## src/rtl/norm_pkg.sv

```systemverilog
// ---------------------------------------------------------------------------
// norm_pkg : shared types and constants for the SFP row normalisation sequencer
// Revision : 1.0
// ---------------------------------------------------------------------------
`default_nettype none

package norm_pkg;

  typedef enum logic [2:0] {
    S_IDLE     = 3'd0,
    S_ACC_RD   = 3'd1,
    S_ACC_WAIT = 3'd2,
    S_SYNC     = 3'd3,
    S_DIV_RD   = 3'd4,
    S_DIV_WAIT = 3'd5,
    S_DONE     = 3'd6
  } state_e;

  localparam int MAX_LEN   = 16;
  localparam int ACC_DRAIN = 2;
  localparam int DIV_DRAIN = 2;

endpackage

`default_nettype wire

```

## src/rtl/norm_addr_gen.sv

```systemverilog
// ---------------------------------------------------------------------------
// norm_addr_gen : base latch plus modulo-wrapping incrementing address counter
// Revision : 1.0
// ---------------------------------------------------------------------------
`default_nettype none

module norm_addr_gen #(
  parameter int ADDR_W = 11
) (
  input  logic              clk,
  input  logic              reset,
  input  logic              load,
  input  logic [ADDR_W-1:0] base,
  input  logic              restart,
  input  logic              inc,
  output logic [ADDR_W-1:0] addr
);

  logic [ADDR_W-1:0] base_q, base_d;
  logic [ADDR_W-1:0] addr_q, addr_d;

  // Restart rewinds to the latched base so the second pass revisits the same addresses.
  always_comb begin
    base_d = base_q;
    addr_d = addr_q;
    if (load) begin
      base_d = base;
      addr_d = base;
    end else if (restart) begin
      addr_d = base_q;
    end else if (inc) begin
      addr_d = addr_q + ADDR_W'(1);
    end
  end

  always_ff @(posedge clk) begin
    if (reset) begin
      base_q <= '0;
      addr_q <= '0;
    end else begin
      base_q <= base_d;
      addr_q <= addr_d;
    end
  end

  assign addr = addr_q;

endmodule

`default_nettype wire

```

## src/rtl/norm_seq.sv

```systemverilog
// ---------------------------------------------------------------------------
// norm_seq : two-pass accumulate/divide sequencer for one SFP row with peer sync.
// Optional SYNC timeout enabled by defining NORM_SEQ_TIMEOUT_EN.
// Revision : 1.0
// ---------------------------------------------------------------------------
`default_nettype none

module norm_seq #(
  parameter int ADDR_W  = 11,
  parameter int MAX_LEN = norm_pkg::MAX_LEN,
  parameter int LEN_W   = 5,
  parameter int TIMEOUT = 255
) (
  input  logic              clk,
  input  logic              reset,
  input  logic              start,
  input  logic [LEN_W-1:0]  len,
  input  logic [ADDR_W-1:0] rd_base,
  input  logic [ADDR_W-1:0] wr_base,
  input  logic              peer_rdy,
  output logic              rd_en,
  output logic [ADDR_W-1:0] rd_addr,
  output logic              acc,
  output logic              div,
  output logic              fifo_ext_rd,
  output logic              wr_en,
  output logic [ADDR_W-1:0] wr_addr,
  output logic              sync_rdy,
  output logic              busy,
  output logic              done,
  output logic              err
);

  import norm_pkg::*;

  state_e           state_q, state_d;
  logic [LEN_W-1:0] cnt_q, cnt_d;
  logic [LEN_W-1:0] len_q, len_d;
  logic             rd_en_q, rd_en_d;
  logic             phase_q, phase_d;
  logic             acc_q, acc_d;
  logic             div_q, div_d;
  logic             fifo_q, fifo_d;
  logic             wr_en_q, wr_en_d;
  logic             sync_q, sync_d;
  logic             busy_q, busy_d;
  logic             done_q, done_d;
  logic             err_q, err_d;
  logic             accept;
  logic             rd_restart;
  logic             len_ok;

  assign len_ok = (len != '0) && (32'(len) <= MAX_LEN);

`ifdef NORM_SEQ_TIMEOUT_EN
  localparam int TMO_W = $clog2(TIMEOUT + 1);
  logic [TMO_W-1:0] tmo_q, tmo_d;

  always_ff @(posedge clk) begin
    if (reset) tmo_q <= '0;
    else       tmo_q <= tmo_d;
  end
`else
  logic unused_timeout;
  assign unused_timeout = (TIMEOUT != 0);
`endif

  always_comb begin
    state_d    = state_q;
    cnt_d      = cnt_q;
    len_d      = len_q;
    err_d      = 1'b0;
    accept     = 1'b0;
    rd_restart = 1'b0;
`ifdef NORM_SEQ_TIMEOUT_EN
    tmo_d      = '0;
`endif
    case (state_q)
      S_IDLE: begin
        if (start) begin
          if (len_ok) begin
            accept  = 1'b1;
            len_d   = len;
            cnt_d   = '0;
            state_d = S_ACC_RD;
          end else begin
            err_d = 1'b1;
          end
        end
      end
      S_ACC_RD: begin
        cnt_d = cnt_q + LEN_W'(1);
        if (cnt_q == len_q - LEN_W'(1)) begin
          cnt_d   = '0;
          state_d = S_ACC_WAIT;
        end
      end
      S_ACC_WAIT: begin
        cnt_d = cnt_q + LEN_W'(1);
        if (cnt_q == LEN_W'(ACC_DRAIN - 1)) begin
          cnt_d   = '0;
          state_d = S_SYNC;
        end
      end
      S_SYNC: begin
        if (peer_rdy) begin
          rd_restart = 1'b1;
          state_d    = S_DIV_RD;
        end
`ifdef NORM_SEQ_TIMEOUT_EN
        else if (tmo_q == TMO_W'(TIMEOUT - 1)) begin
          err_d   = 1'b1;
          state_d = S_DONE;
        end else begin
          tmo_d = tmo_q + TMO_W'(1);
        end
`endif
      end
      S_DIV_RD: begin
        cnt_d = cnt_q + LEN_W'(1);
        if (cnt_q == len_q - LEN_W'(1)) begin
          cnt_d   = '0;
          state_d = S_DIV_WAIT;
        end
      end
      S_DIV_WAIT: begin
        cnt_d = cnt_q + LEN_W'(1);
        if (cnt_q == LEN_W'(DIV_DRAIN - 1)) begin
          cnt_d   = '0;
          state_d = S_DONE;
        end
      end
      S_DONE:  state_d = S_IDLE;
      default: state_d = S_IDLE;
    endcase

    // Outputs are flopped from the next state so they line up with the state register.
    rd_en_d = (state_d == S_ACC_RD) || (state_d == S_DIV_RD);
    phase_d = (state_d == S_DIV_RD);
    acc_d   = rd_en_q && !phase_q;
    div_d   = rd_en_q && phase_q;
    fifo_d  = div_q;
    wr_en_d = div_q;
    sync_d  = (state_d == S_SYNC);
    busy_d  = (state_d != S_IDLE);
    done_d  = (state_d == S_DONE);
  end

  always_ff @(posedge clk) begin
    if (reset) begin
      state_q <= S_IDLE;
      cnt_q   <= '0;
      len_q   <= '0;
      rd_en_q <= 1'b0;
      phase_q <= 1'b0;
      acc_q   <= 1'b0;
      div_q   <= 1'b0;
      fifo_q  <= 1'b0;
      wr_en_q <= 1'b0;
      sync_q  <= 1'b0;
      busy_q  <= 1'b0;
      done_q  <= 1'b0;
      err_q   <= 1'b0;
    end else begin
      state_q <= state_d;
      cnt_q   <= cnt_d;
      len_q   <= len_d;
      rd_en_q <= rd_en_d;
      phase_q <= phase_d;
      acc_q   <= acc_d;
      div_q   <= div_d;
      fifo_q  <= fifo_d;
      wr_en_q <= wr_en_d;
      sync_q  <= sync_d;
      busy_q  <= busy_d;
      done_q  <= done_d;
      err_q   <= err_d;
    end
  end

  norm_addr_gen #(.ADDR_W(ADDR_W)) u_rd_addr (
    .clk     (clk),
    .reset   (reset),
    .load    (accept),
    .base    (rd_base),
    .restart (rd_restart),
    .inc     (rd_en_q),
    .addr    (rd_addr)
  );

  norm_addr_gen #(.ADDR_W(ADDR_W)) u_wr_addr (
    .clk     (clk),
    .reset   (reset),
    .load    (accept),
    .base    (wr_base),
    .restart (1'b0),
    .inc     (wr_en_q),
    .addr    (wr_addr)
  );

  assign rd_en       = rd_en_q;
  assign acc         = acc_q;
  assign div         = div_q;
  assign fifo_ext_rd = fifo_q;
  assign wr_en       = wr_en_q;
  assign sync_rdy    = sync_q;
  assign busy        = busy_q;
  assign done        = done_q;
  assign err         = err_q;

endmodule

`default_nettype wire

```

## config.mk

```make
export PLATFORM = sky130hd
export DESIGN_NAME = norm_seq
export DESIGN_NICKNAME = d
export VERILOG_FILES = /design/src/rtl/norm_pkg.sv /design/src/rtl/norm_addr_gen.sv /design/src/rtl/norm_seq.sv
export SDC_FILE = /design/constraint.sdc
export NUM_CORES = 1
export LEC_CHECK = 0
export ABC_AREA = 1
export BUFFER_PORTS_ARGS = -buffer_cell sky130_fd_sc_hd__buf_2
export CAP_MARGIN = 20
export CORE_MARGIN = 4
export CORE_UTILIZATION = 25
export DETAILED_ROUTE_END_ITERATION = 8
export PLACE_DENSITY = 0.51
export SETUP_SLACK_MARGIN = 0.15
export SYNTH_ARGS = -nofsm -noshare
export SYNTH_HDL_FRONTEND = slang
export SYNTH_SLANG_ARGS = --single-unit
```

## constraint.sdc

```tcl
create_clock -name clk -period 2.2 [get_ports clk]
set_input_delay 0.22 -clock clk [delete_from_list [all_inputs] [get_ports clk]]
set_output_delay 0.22 -clock clk [all_outputs]
set_load 0.02 [all_outputs]
```

After elaboration in Yosys (flattened, before gate mapping)
Cells that the tools add are included.
{"block": "classes", "n_addsub": 4, "mul": 0, "div_mod_pow": 0, "n_lt_le_gt_ge": 1, "eq_ne": 13, "shift": 0, "n_mux": 24, "bitwise": 2, "reduce_logical": 16}
{"cell": "11-bit 2-to-1 mux", "n": 5}
{"cell": "11-bit by 1-bit adder with 11-bit output, second input constant", "n": 2}
{"cell": "3-bit 2-to-1 mux", "n": 7}
{"cell": "5-bit 2-to-1 mux", "n": 4}
{"cell": "3-bit one-hot mux with 6 select lines", "n": 1}
{"cell": "5-bit one-hot mux with 3 select lines", "n": 1}
{"cell": "3-bit equality test, second input constant", "n": 4}
{"cell": "3-bit by 2-bit equality test with 1-bit output, second input constant", "n": 3}
{"cell": "3-bit nonzero test", "n": 3}
{"cell": "3-bit by 1-bit equality test with 1-bit output, second input constant", "n": 2}
{"cell": "1-bit 2-to-1 mux", "n": 6}
{"cell": "3-bit AND reduction", "n": 2}
{"cell": "5-bit by 1-bit adder with 5-bit output, second input constant", "n": 1}
{"cell": "5-bit by 1-bit equality test with 1-bit output, second input constant", "n": 1}
{"cell": "5-bit equality test", "n": 1}
{"cell": "5-bit less-or-equal comparator, second input constant", "n": 1}
{"cell": "5-bit nonzero test", "n": 1}
{"cell": "5-bit by 1-bit subtractor with 5-bit output, second input constant", "n": 1}
{"cell": "2-bit inequality test, second input constant", "n": 2}
{"cell": "2-bit OR reduction", "n": 2}
{"cell": "1-bit logical AND", "n": 3}
{"cell": "3-bit zero test", "n": 1}
{"cell": "3-bit OR reduction", "n": 1}
{"cell": "1-bit NOT", "n": 2}
{"cell": "other kinds (3)", "n": 3}
{"block": "word_totals", "register_bits": 55, "latchBits": 0, "mem_bits_rw": 0, "romBits": 0, "in_bits": 31, "word_cells": 75, "mem_count": 0}

Logic depth before layout (Yosys ltp)
{"block": "depth", "word_depth": 7, "mapped_depth": 13}

Hierarchy
A second synthesis with hierarchy kept.
{"block": "unflattened", "hier_cells": 539, "hier_area_um2": 3554.7}
{"module": "norm_addr_gen", "instances": 2, "cells_each": 170, "area_each_um2": 1154.9, "seq_area_each_um2": 440.4}
{"module": "norm_seq", "instances": 1, "cells_each": 199, "area_each_um2": 1244.9, "seq_area_each_um2": 440.4}

Worst setup path after synthesis
OpenSTA, ideal clock, no wires.
{"block": "synth_path", "path_type": "flip-flop to flip-flop", "start": "register u_rd_addr.addr_q[0], in the netlist u_rd_addr.addr[0]", "end": "register u_rd_addr.addr_q[8], in the netlist u_rd_addr.addr[8]", "arrival_ps": 1488, "required_time_ps": 2083, "setup_slack_ps": 595, "stages_incl_launch_ff": 11, "path_buffers": 0, "synth_period_minus_slack_ps": 1605, "cell_sequence": "dfxtp_1 -> ha_1 -> nand2_1 -> inv_1 -> nand2_1 -> nor3_1 -> a21oi_1 -> nor2_1 -> nor2_1 -> nor2_1 -> nor2_1"}
{"block": "synth_via", "elab_chain_cells": 4}
{"item": "start: declaration", "line_no": "norm_addr_gen.sv:20", "rtl": "logic [ADDR_W-1:0] addr_q, addr_d;"}
{"item": "start signal: assignment", "line_no": "norm_addr_gen.sv:42", "rtl": "addr_q <= addr_d;"}
{"item": "11-bit by 1-bit adder with 11-bit output", "line_no": "norm_addr_gen.sv:32", "rtl": "addr_d = addr_q + ADDR_W'(1);"}
{"item": "11-bit 2-to-1 mux", "line_no": "norm_addr_gen.sv:31", "rtl": "end else if (inc) begin"}
{"item": "11-bit 2-to-1 mux", "line_no": "norm_addr_gen.sv:29", "rtl": "end else if (restart) begin"}
{"item": "11-bit 2-to-1 mux", "line_no": "norm_addr_gen.sv:26", "rtl": "if (load) begin"}
No other way between the ends. The select of a mux whose other input is x is not followed.
A chain may end at the register's enable or synchronous reset.

Worst setup path in the final report
{"block": "layout_path", "start": "register state_q[0]", "end": "register rd_en_q, in the netlist rd_en"}
{"block": "layout_via", "elab_chain_cells": 5}
{"item": "start: declaration", "line_no": "norm_seq.sv:36", "rtl": "state_e state_q, state_d;"}
{"item": "start signal: assignment", "line_no": "norm_seq.sv:165", "rtl": "state_q <= state_d;"}
{"item": "3-bit 2-to-1 mux", "line_no": "norm_seq.sv:81", "rtl": "if (len_ok) begin"}
{"item": "3-bit 2-to-1 mux", "line_no": "norm_seq.sv:80", "rtl": "if (start) begin"}
{"item": "3-bit one-hot mux with 6 select lines (*)", "line_no": "norm_seq.sv:78", "rtl": "case (state_q)"}
{"item": "3-bit by 1-bit equality test with 1-bit output or 3-bit equality test (tied branches)", "line_no": "norm_seq.sv:138", "rtl": "rd_en_d = (state_d == S_ACC_RD) || (state_d == S_DIV_RD);"}
{"item": "1-bit logical OR (*)", "line_no": "norm_seq.sv:138"}
{"item": "end signal: assignment", "line_no": "norm_seq.sv:168", "rtl": "rd_en_q <= rd_en_d;"}
{"item": "end: declaration", "line_no": "norm_seq.sv:39", "rtl": "logic rd_en_q, rd_en_d;"}
Mark *: on every way between the ends. The rest lies on a longest branch, timed or not.

==> results.md <==
- Outcome: complete, no violations
- Dpl ws: approximately 260 ps
- Cell Rows: 39
- Nets: about 540
- Share of layout cells above drive strength 1: between 10% and 20%
- Core Area: around 11,000 um2
- CP Class: reg2reg
- Placed Cells: ~640
- Peak supply drop: a little under 0.0003 V
- Max-Cap Viols: 0
- Leak: roughly 0.0017 uW
- Total power: between 2000 and 2500 uW
- Antenna violations before repair: 0
- Final setup viols: 0
- DRC: 0
- Finished Layout Cells: around 650
- Post-synth top area share: 37.6%
- Clock Tree Buf Depth: 2
- Slew margin rel.: about three quarters
- Pre-antenna DRT Iters: 4
- Hold buffer count at cts: 0
- Total congestion overflow: 0
- Post-CTS Setup Bufs: 0
- CP startpoint: state_q[0]
- Routed WL per cell: ~12 um
- Worst-margin pin slew: 384 ps
- R2R Setup Slk: 410 ps
- Total wire length: between 7000 and 8000 um
- Setup TNS: 0 ps
- Post-DP HPWL: 5670 um
- Reg2reg end: rd_en
- Syn Inst Count: ~440
- Register area share after synthesis: between 30 and 40%
- Fin crit period: roughly 1800 ps
- Initial core utilization: about 26%
- Worst setup endpoint: rd_en
- Crit Reg-Reg Startpoint: state_q[0]
- Vias per cell: approximately 4.4
- CTS tree: built
- Clock Latency Late Sink: between 200 and 300 ps
- Vias: 2,857
- Most used flip-flop cell after synthesis: dfxtp_1
- Top cell type by total area after synthesis: dfxtp_1
- Syn_nets: 478
- Post-DRT Antenna Nets: 0
- Port bufs: between 60 and 70
- Synthesized area: 2930 um2
- Final hold violations: 0
- Vias in the first global route: approximately 2,700
- Die width: about 120 um
- FF/Latch Area: between 1000 and 1500 um2
- Die height: about 120 um
- Post-route setup slack: just over 400 ps
- Number of flops mapped to enable cells by yosys: 0
- FFs w/ async S/R, synth: 0%
- HP Class: in2reg
- Sink Count: 55
- Synth Area per Inst: around 6.6 um2
- Die footprint: 13,500 um2
- Synth Register Bits: 55
- Peak Freq: between 0.5 and 0.6 GHz
- Clock Tree Root: clkbuf_16
- Yosys warning total: 0
- Final max-slew violation count: 0
- RSZ-0062 raised after global routing: no
- Ranking of synthesized cells by area: dfxtp_1, nand2_1, nor2_1, a21oi_1, inv_1
- Clock Pin Slew Worst Setup and Hold Paths: 70 ps
- CP Max Fanout: 17
- Initial DRC Count: between 150 and 200
- First-pass GRT wire length: approximately 13,000 um
- Critical path data required time: around 2400 ps
- Crit end category: register
- Largest net degree at the start of global routing: 29
- Layout area overhead: 20.2%
- CTS H-tree depth: 2
- Gp weighted congestion: ~0.8
- Distinct cells, synth: 29
- Tcrit/Tclk final: 81.3%
- Reg2Reg Depth: 10
- Critical path arrival: slightly below 2000 ps
- Overall Global Routing Usage: between 10% and 20%
- Multi-input gate area: between 1500 and 2000 um2
- Worst hold-check slack: 183 ps
- CTS Buf Count: 5
- Pwr dens: 689 nW/um2
- Antenna cells: 0
- Clock Skews: ~3.6 ps
- FILL cells: approximately 1,300
- I/O pin count: 62
- Crit start category: register
-- report_power, final --
group | leakage (uW) | internal, uW | total [uW] | switching, uW
Combinational | 0.00114 | 176 | 488 | 312
Clock | 0.0000658 | 421 | 799 | 379
Sequential | 0.000450 | 1070 | 1140 | 70.9
-- cells in the final DEF, fill, tap and decap left out --
cell	netlist	final
nand2_1	130	130
buf_2	2	61
dfxtp_1	55	55
nor2_1	49	49
inv_1	47	47
a21oi_1	36	36
o21ai_0	35	35
nand3_1	27	27
xor2_1	7	7
nor3_1	6	6
a31oi_1	6	6
xnor2_1	5	5
ha_1	5	5
clkbuf_16	0	5
buf_4	3	5
nand4_1	4	4
or2_2	3	3
nand3_4	1	2
nand2_4	1	2
nand3_2	2	2
clkinvlp_4	0	2
inv_2	1	1
nor2_4	1	1
inv_6	0	1
nand3b_1	1	1
o21bai_1	1	1
a22oi_1	1	1
a21o_1	1	1
clkinv_2	0	1
-- final cells by class --
class                      count  area share, %
multi-input combinational    324           44.4
sequential                    55           31.3
timing repair buffer          66           9.75
inverter                      49           5.37
tap                          143           5.09
clock buffer                   5           3.56
clock inverter                 3          0.569
-- registers in the layout (all words and copies together), names as in the netlist --
| signal | flops |
|---|---|
| div | 1 |
| sync_rdy | 1 |
| u_wr_addr.addr | 11 |
| u_rd_addr.base_q | 11 |
| u_rd_addr.addr | 11 |
| done | 1 |
| wr_en | 1 |
| acc | 1 |
| len_q | 5 |
| cnt_q | 5 |
| err | 1 |
| busy | 1 |
| phase_q | 1 |
| state_q | 3 |
| rd_en | 1 |
-- synth_stat cells, types with 4 or more instances --
library cell,number
a31oi_1,6
nor3_1,6
nand3_1,27
ha_1,5
dfxtp_1,55
nor2_1,49
nand2_1,130
a21oi_1,36
buf_6,4
xor2_1,7
xnor2_1,5
clkbuf_1,6
o21ai_0,35
nand4_1,4
inv_1,47
-- critical path: stages, from the launching register on --
cell and delay [ps]:
dfxtp_1 350, nor2_1 160, inv_1 100, nor2_4 180
nand3_4 290, inv_6 260, nor2_1 100, nand2_1 80
nor2_1 40, nand2_1 70, nand2_1 50
-- cell families after synthesis --
group / Yosys count / share of synthesized area [%]
buffers and inverters: 64 / 9.79
adder cells (fa/ha/maj): 5 / 2.14
XOR/XNOR: 12 / 3.59
AO/OA/AOI/OAI: 80 / 14.2
AND/OR/NAND/NOR: 226 / 32.6
flip-flops: 55 / 37.6
-- through the flow --
step / area, um2 / util, %
after floorplan: 2930 / -
after global placement: 3350 / 29.3
after detailed placement: 3350 / 29.3
after CTS: 3490 / 30.6
after global routing: 3520 / 30.8
final: 3520 / 30.8
-- what timing repair did --
action | in CTS | in global routing
endpoints found under the setup margin | 0 | 14
endpoints found under the hold margin | 0 | 0
gates resized for setup | 0 | 3
-- routing by layer --
layer	track usage [%]	wire length, um	up-vias
li1	-	-	1530
met1	15.8	3890	1280
met2	19.2	3670	41
met3	2.59	282	6
met4	3.94	104	0
met5	0	0	-
-- how the worst min path moves through the flow --
stage,endpoint,slack (ps),cells past startpoint,from
global route,len_q[3],180,3,len[3]
floorplan,len_q[3],360,2,len[3]
global placement,acc,420,1,phase_q
detailed placement,acc,420,1,phase_q
finish,len_q[3],180,3,len[3]
CTS,len_q[3],180,3,len[3]
(Power assumes the default switching activity.)
